### config.mk
export PLATFORM = sky130hd
export DESIGN_NAME = serial_add_unit
export DESIGN_NICKNAME = d
export VERILOG_FILES = /design/src/rtl/serial_add_unit_pkg.sv /design/src/rtl/serial_add_unit_full_add_cell.sv /design/src/rtl/serial_add_unit.sv
export SDC_FILE = /design/constraint.sdc
export NUM_CORES = 1
export LEC_CHECK = 0
export ABC_CLOCK_PERIOD_IN_PS = 1200
export CAP_MARGIN = 20
export CORE_MARGIN = 8
export CORE_UTILIZATION = 44
export DETAILED_ROUTE_END_ITERATION = 16
export HOLD_SLACK_MARGIN = 0.08
export PLACE_DENSITY = 0.74
export SLEW_MARGIN = 20
export SYNTH_ARGS = -nofsm -noshare
export SYNTH_HDL_FRONTEND = slang
export SYNTH_SLANG_ARGS = --single-unit
export TNS_END_PERCENT = 1
### constraint.sdc
create_clock -name CLK -period 1.2 [get_ports CLK]
set_input_delay 0.12 -clock CLK [delete_from_list [all_inputs] [get_ports CLK]]
set_output_delay 0.12 -clock CLK [all_outputs]
set_load 0.1 [all_outputs]
### src/rtl/serial_add_unit_pkg.sv
// Shared definitions for the bit-serial adder: state encodings and the default width.
package serial_add_unit_pkg;

  localparam int SA_WIDTH_DEFAULT = 8;
  localparam int SA_WIDTH_MIN     = 2;
  localparam int SA_WIDTH_MAX     = 32;

  // 2'b11 is unused and decodes back to IDLE in the FSM.
  typedef enum logic [1:0] {
    ST_IDLE = 2'b00,
    ST_RUN  = 2'b01,
    ST_DONE = 2'b10
  } sa_state_t;

endpackage

### src/rtl/serial_add_unit_full_add_cell.sv
// Gate-level one-bit adder: two half-adder stages whose carries are ORed into Cout.
module half_add_cell (
  input  logic A,
  input  logic B,
  output logic Sum,
  output logic Cout
);

  assign Sum  = A ^ B;
  assign Cout = A & B;

endmodule

module full_add_cell (
  input  logic A,
  input  logic B,
  input  logic Cin,
  output logic Sum,
  output logic Cout
);

  logic w_s1;
  logic w_c1;
  logic w_c2;

  half_add_cell u_ha0 (
    .A    (A),
    .B    (B),
    .Sum  (w_s1),
    .Cout (w_c1)
  );

  half_add_cell u_ha1 (
    .A    (w_s1),
    .B    (Cin),
    .Sum  (Sum),
    .Cout (w_c2)
  );

  // The two half-adder carries can never both be 1, so OR gives the majority.
  assign Cout = w_c1 | w_c2;

endmodule

### src/rtl/serial_add_unit.sv
// Bit-serial unsigned adder: operands shifted LSB-first through one full-adder cell,
// carry held in a flip-flop between bits, Start/Busy/Done handshake.
module serial_add_unit
  import serial_add_unit_pkg::*;
#(
  parameter int WIDTH = SA_WIDTH_DEFAULT
) (
  input  logic             CLK,
  input  logic             Reset_L,
  input  logic             Start,
  input  logic [WIDTH-1:0] A,
  input  logic [WIDTH-1:0] B,
  output logic [WIDTH-1:0] Sum,
  output logic             Cout,
  output logic             Busy,
  output logic             Done
);

  localparam int            CW       = (WIDTH > 1) ? $clog2(WIDTH) : 1;
  localparam logic [CW-1:0] LAST_BIT = CW'(WIDTH - 1);

  sa_state_t        r_state;
  sa_state_t        w_state_next;
  logic [WIDTH-1:0] r_sha;
  logic [WIDTH-1:0] r_shb;
  logic [WIDTH-1:0] r_sum;
  logic             r_carry;
  logic             r_cout;
  logic [CW-1:0]    r_cnt;

  logic             w_load;
  logic             w_run;
  logic             w_last;
  logic             w_s;
  logic             w_co;

  full_add_cell u_fa (
    .A    (r_sha[0]),
    .B    (r_shb[0]),
    .Cin  (r_carry),
    .Sum  (w_s),
    .Cout (w_co)
  );

  assign w_run  = (r_state == ST_RUN);
  assign w_last = w_run && (r_cnt == LAST_BIT);
  // Start is only honoured from IDLE or DONE; an add in RUN cannot be disturbed.
  assign w_load = Start && ((r_state == ST_IDLE) || (r_state == ST_DONE));

  always_ff @(posedge CLK or negedge Reset_L) begin
    if (!Reset_L) begin
      r_state <= ST_IDLE;
    end else begin
      r_state <= w_state_next;
    end
  end

  always_comb begin
    w_state_next = r_state;
    case (r_state)
      ST_IDLE, ST_DONE: begin
        if (Start) begin
          w_state_next = ST_RUN;
        end
      end
      ST_RUN: begin
        if (r_cnt == LAST_BIT) begin
          w_state_next = ST_DONE;
        end
      end
      default: w_state_next = ST_IDLE;
    endcase
  end

  always_ff @(posedge CLK or negedge Reset_L) begin
    if (!Reset_L) begin
      r_sha   <= '0;
      r_shb   <= '0;
      r_sum   <= '0;
      r_carry <= 1'b0;
      r_cout  <= 1'b0;
      r_cnt   <= '0;
    end else if (w_load) begin
      r_sha   <= A;
      r_shb   <= B;
      r_sum   <= '0;
      r_carry <= 1'b0;
      r_cnt   <= '0;
    end else if (w_run) begin
      r_sha   <= {1'b0, r_sha[WIDTH-1:1]};
      r_shb   <= {1'b0, r_shb[WIDTH-1:1]};
      r_sum   <= {w_s, r_sum[WIDTH-1:1]};
      r_carry <= w_co;
      // Counter parks at zero after the final bit so it never passes WIDTH-1.
      if (w_last) begin
        r_cout <= w_co;
        r_cnt  <= '0;
      end else begin
        r_cnt  <= r_cnt + 1'b1;
      end
    end
  end

  assign Sum  = r_sum;
  assign Cout = r_cout;
  assign Busy = w_run;
  assign Done = (r_state == ST_DONE);

endmodule
Word-level counts from Yosys, hierarchy flattened. Index checks and enable logic that the tools add are counted.

Flip-flop bits (word level): 31. Latch bits: 0. Bits in writable memories: 0. ROM bits: 0. Input bits: 19. Output and inout port bits: 11. Memories kept: 0.

$add $sub $neg: 1. $mul: 0. Divide/modulo/power cells: 0. Magnitude comparators: 0. Equality and inequality tests: 5. Shifts and indexed selects: 0. Muxes and demuxes: 14. Bitwise operators: 6. Reductions and logical operators: 8.

Operator list (count): $mux 8 (6); $mux 3 (3); $mux 2 (2); $pmux 2 s2 (1); $add 3x1->3 const B (1); $eq 3x3->1 const B (1); $reduce_and 3->1 (1); $and 1x1->1 (2); $eq 2x1->1 const B (1); $eq 2x2->1 const B (1); $logic_and 1x1->1 (2); $logic_not 2->1 (1); $mux 1 (2); $ne 2x1->1 const B (1); $ne 2x2->1 const B (1); $reduce_and 2->1 (1); $reduce_bool 2->1 (1); $reduce_or 2->1 (1); $xor 1x1->1 (2); $logic_or 1x1->1 (1); $not 1->1 (1); $or 1x1->1 (1).

Depth between registers and ports, before layout.
Word-level depth: 5. Gate-level depth with buffers: 5.

Modules after synthesis. Synthesis repeated with hierarchy kept, for this count alone.

Cell total of the unflattened synthesis: 131. Area, all modules: 1746.7 sq um.

By module, submodules not included: serial_add_unit (times used 1, cells an instance 128, area each 1715.4 sq um); half_add_cell (times used 2, cells an instance 1, area each 12.5 sq um); full_add_cell (times used 1, cells an instance 1, area each 6.3 sq um).

Worst setup path before layout. Ideal clock, no wire load.

Path kind: register -> output. Start: register r_state[0]. End: output port Done. Data arrival time: 1918 ps. Data required time: 1080 ps. Setup slack: -838 ps. Stages on the path, launching flop included: 3. Path through: dfrtp_1 -> buf_2 -> nor2b_1.

Word-level cells in the longest chain between the ends: 1.

RTL lines: start, declared (line serial_add_unit.sv:22) `sa_state_t r_state;`; start signal, assigned (line serial_add_unit.sv:54) `r_state <= w_state_next;`; $eq 2x2->1 (line serial_add_unit.sv:107) `assign Done = (r_state == ST_DONE);`; end, declared (line serial_add_unit.sv:16) `output logic Done`.

Every way passes these cells.

Worst setup path after layout. Same ends and word-level chain as after synthesis.

==> metrics <==
critical path's top delay family flip-flops; # rows 20; hold buffers post-CTS 0; number of distinct library cells after synthesis 25; RSZ-0062 raised after global routing yes; vias after detailed routing between 1000 and 1500; CTS HTree Levels 2; Seq/Total Area, Yosys 56.5%; ys flop type dfrtp_1; wire per inst ~17 um; die footprint around 5200 sq um; setup_tns -2.13 ns; Final Max Tran Viols 0; Post-synth EDFFs 0; Initial Util between 40% and 50%; P&R area growth vs syn 54.5%; CTS max path bufs 2; Worst path slowest cell dfrtp_2; Logic pwr share 57.8%; PD cells 3120 nW/um^2; Num Clock Sinks 31; Net Switching 2.93 mW; switching share of power roughly 44%; internal power ~3.7 mW; initial antenna violation count 0; fin crit share 112%; status finished, violations left; Pleak around 0.98 nW; area leader, netlist dfrtp_1; Die Y 71.9 um; Clk pwr share around an eighth; IO Port Bufs 29; worst setup slack after layout -0.148 ns; Skew-Pair Late Insertion Delay about 0.33 ns; Synth Instances around 120; multi-input logic area around 560 sq um; Reg area about 780 sq um; Setup violations, final 26; FF+latch count, synth 31; vias in the first global route around 1300; Final Critical Period 1.35 ns; Antenna Cells 0; CP Cell Sequence buf_6 -> nor2b_4 -> buf_12; Ports 30; syn_nets roughly 150; share of layout cells above drive strength 1 36.4%; cts bufs inserted 5; CP Buf/Inv Count 2; DR vias/cell 5.47; Total GRT Usage 14.0%; WS Path Type reg2out; crit path DAT 1.23 ns; final hold slack 0.137 ns; crit-path max FO 4; dpl hpwl between 2 and 2.5 mm; max cap viols 0; synthesis warning total 0; drt drc 0; wirelength, routed roughly 3.5 mm; global route overflow 0; Worst VDD drop approximately 1400 uV; Critical Path Sink Type primary output; Final Wtd Congestion roughly 0.78; largest net degree at the start of global routing 32; worst clock skew 0.0159 ns; Worst Max-Slew Pin Slew slightly above 0.2 ns; type of origin of the critical path register; remaining antenna violation count 0; Slew HR a little under nine tenths; final core utilization just over 70%; Crit path largest cell delay around 0.46 ns; Clock transition at path regs roughly 0.11 ns; worst endpoint required time 1.08 ns; Setup WS pre-CTS -0.296 ns; failing checks negative setup slack; Core ar. approximately 3000 sq um; first-pass iteration count of the detailed router 4; chip width just over 70 um; DR iter-0 viols 63; top cells by area, synth dfrtp_1, a22o_1, o22ai_1; critical path depth 3; mapped cell area ~1400 sq um; Worst Reg-to-Reg Cells 4; Avg Cell Area, Syn 11.2 sq um; FILL cells about 200; Root Driver clkbuf_4; Hold Crit Class in2async; final net count 197; ys async rst share 100%; Max Freq about 0.74 GHz; endpoints failing hold 0; sequential power share between 20% and 30%; CTS tree built; first-pass GRT wire length 5.69 mm; Yosys top cell area share a little under three fifths
## cells in the final DEF, fill, tap and decap left out, types with 2 or more instances in the layout
master           netlist  layout
clkdlybuf4s50_1        0      18
ha_2                   0       2
buf_4                  0      18
o22ai_2                0       5
a21oi_1               14      13
clkbuf_4               0       5
buf_6                  3       3
nor2b_1                4       3
dfrtp_1               31      30
or2_4                  1       2
nand3b_1               2       2
mux2i_1                2       2
o22ai_1               12       7
inv_1                 15      15
buf_12                 0      12
nand2_1                5       5
a22o_1                10      10
mux2_2                 2       2
o21ai_0                5       3
## metrics by stage
| step | std cells | instance area (sq um) | power [mW] |
|---|---|---|---|
| 2_1_floorplan | 123 | 1380 | 4.05 |
| 3_3_place_gp | 192 | 1890 | 5.21 |
| 3_5_place_dp | 192 | 1890 | 5.34 |
| 4_1_cts | 205 | 2050 | 6.41 |
| 5_1_grt | 209 | 2120 | 6.95 |
| 6_report | 209 | 2120 | 6.61 |
## cell usage after synthesis, drive strengths merged (2+ instances only)
library cell / number
ha: 2
dfrtp: 31
o21ai: 5
mux2i: 2
a21oi: 14
a211oi: 2
nand3b: 2
a22o: 11
nand2: 5
o22ai: 12
buf: 7
nor2b: 4
mux2: 2
inv: 15
## layer usage
| metal | part of all wire [%] | global-route usage (%) | up-vias |
|---|---|---|---|
| li1 | - | - | 539 |
| met1 | 42 | 15.3 | 572 |
| met2 | 50 | 23.0 | 23 |
| met3 | 4.9 | 5.02 | 9 |
| met4 | 2.2 | 7.94 | 0 |
| met5 | 0 | 0 | - |
## layout make-up
cell class | count | share of cell area (%)
multi-input cells | 70 | 26.5
clock buffers | 6 | 2.42
well taps | 33 | 1.95
repair buffers | 51 | 27.8
flip-flops and latches | 31 | 36.6
inverters | 16 | 3.07
clock inverters | 2 | 1.65
## what timing repair did
item,4_1_cts,5_1_grt
setup buffers,5,3
pin swaps,3,2
resized for setup,10,11
hold endpoints to repair,0,0
setup endpoints to repair,28,31
cloned,0,1
## registers in the layout, indices dropped and copies added, names as in the netlist
name,cells
r_sha,8
Sum,8
r_carry,1
r_cnt,3
r_state,2
Cout,1
r_shb,8
## kinds of logic after synthesis
group | synth area share (%)
flip-flops | 56.5
buffers and inverters | 8.29
AO/OA/AOI/OAI | 21.8
AND/OR/NAND/NOR | 7.02
adder cells (fa/ha/maj) | 3.28
multiplexers | 3.10
## power groups by stage
stage	sequential, mW	clock, mW	combinational [mW]
2_1_floorplan	2.72	0	1.33
3_3_place_gp	1.89	0	3.32
3_5_place_dp	1.92	0	3.42
4_1_cts	1.90	0.868	3.64
5_1_grt	1.99	0.909	4.05
6_report	1.94	0.851	3.82
## worst paths after layout
| kind | end | start | slack (ns) |
|---|---|---|---|
| max | Done | r_state[0] | -0.15 |
| max reg2reg | r_shb[7] | r_state[1] | -0.14 |
| min in group CLK | r_shb[5] | B[5] | 0.39 |
| min reg2reg | r_sha[7] | r_sha[7] | 0.52 |
| min | r_shb[4] | Reset_L | 0.14 |
| max in group asynchronous | r_carry | Reset_L | 0.88 |
Power figures use the tool's default switching activity.
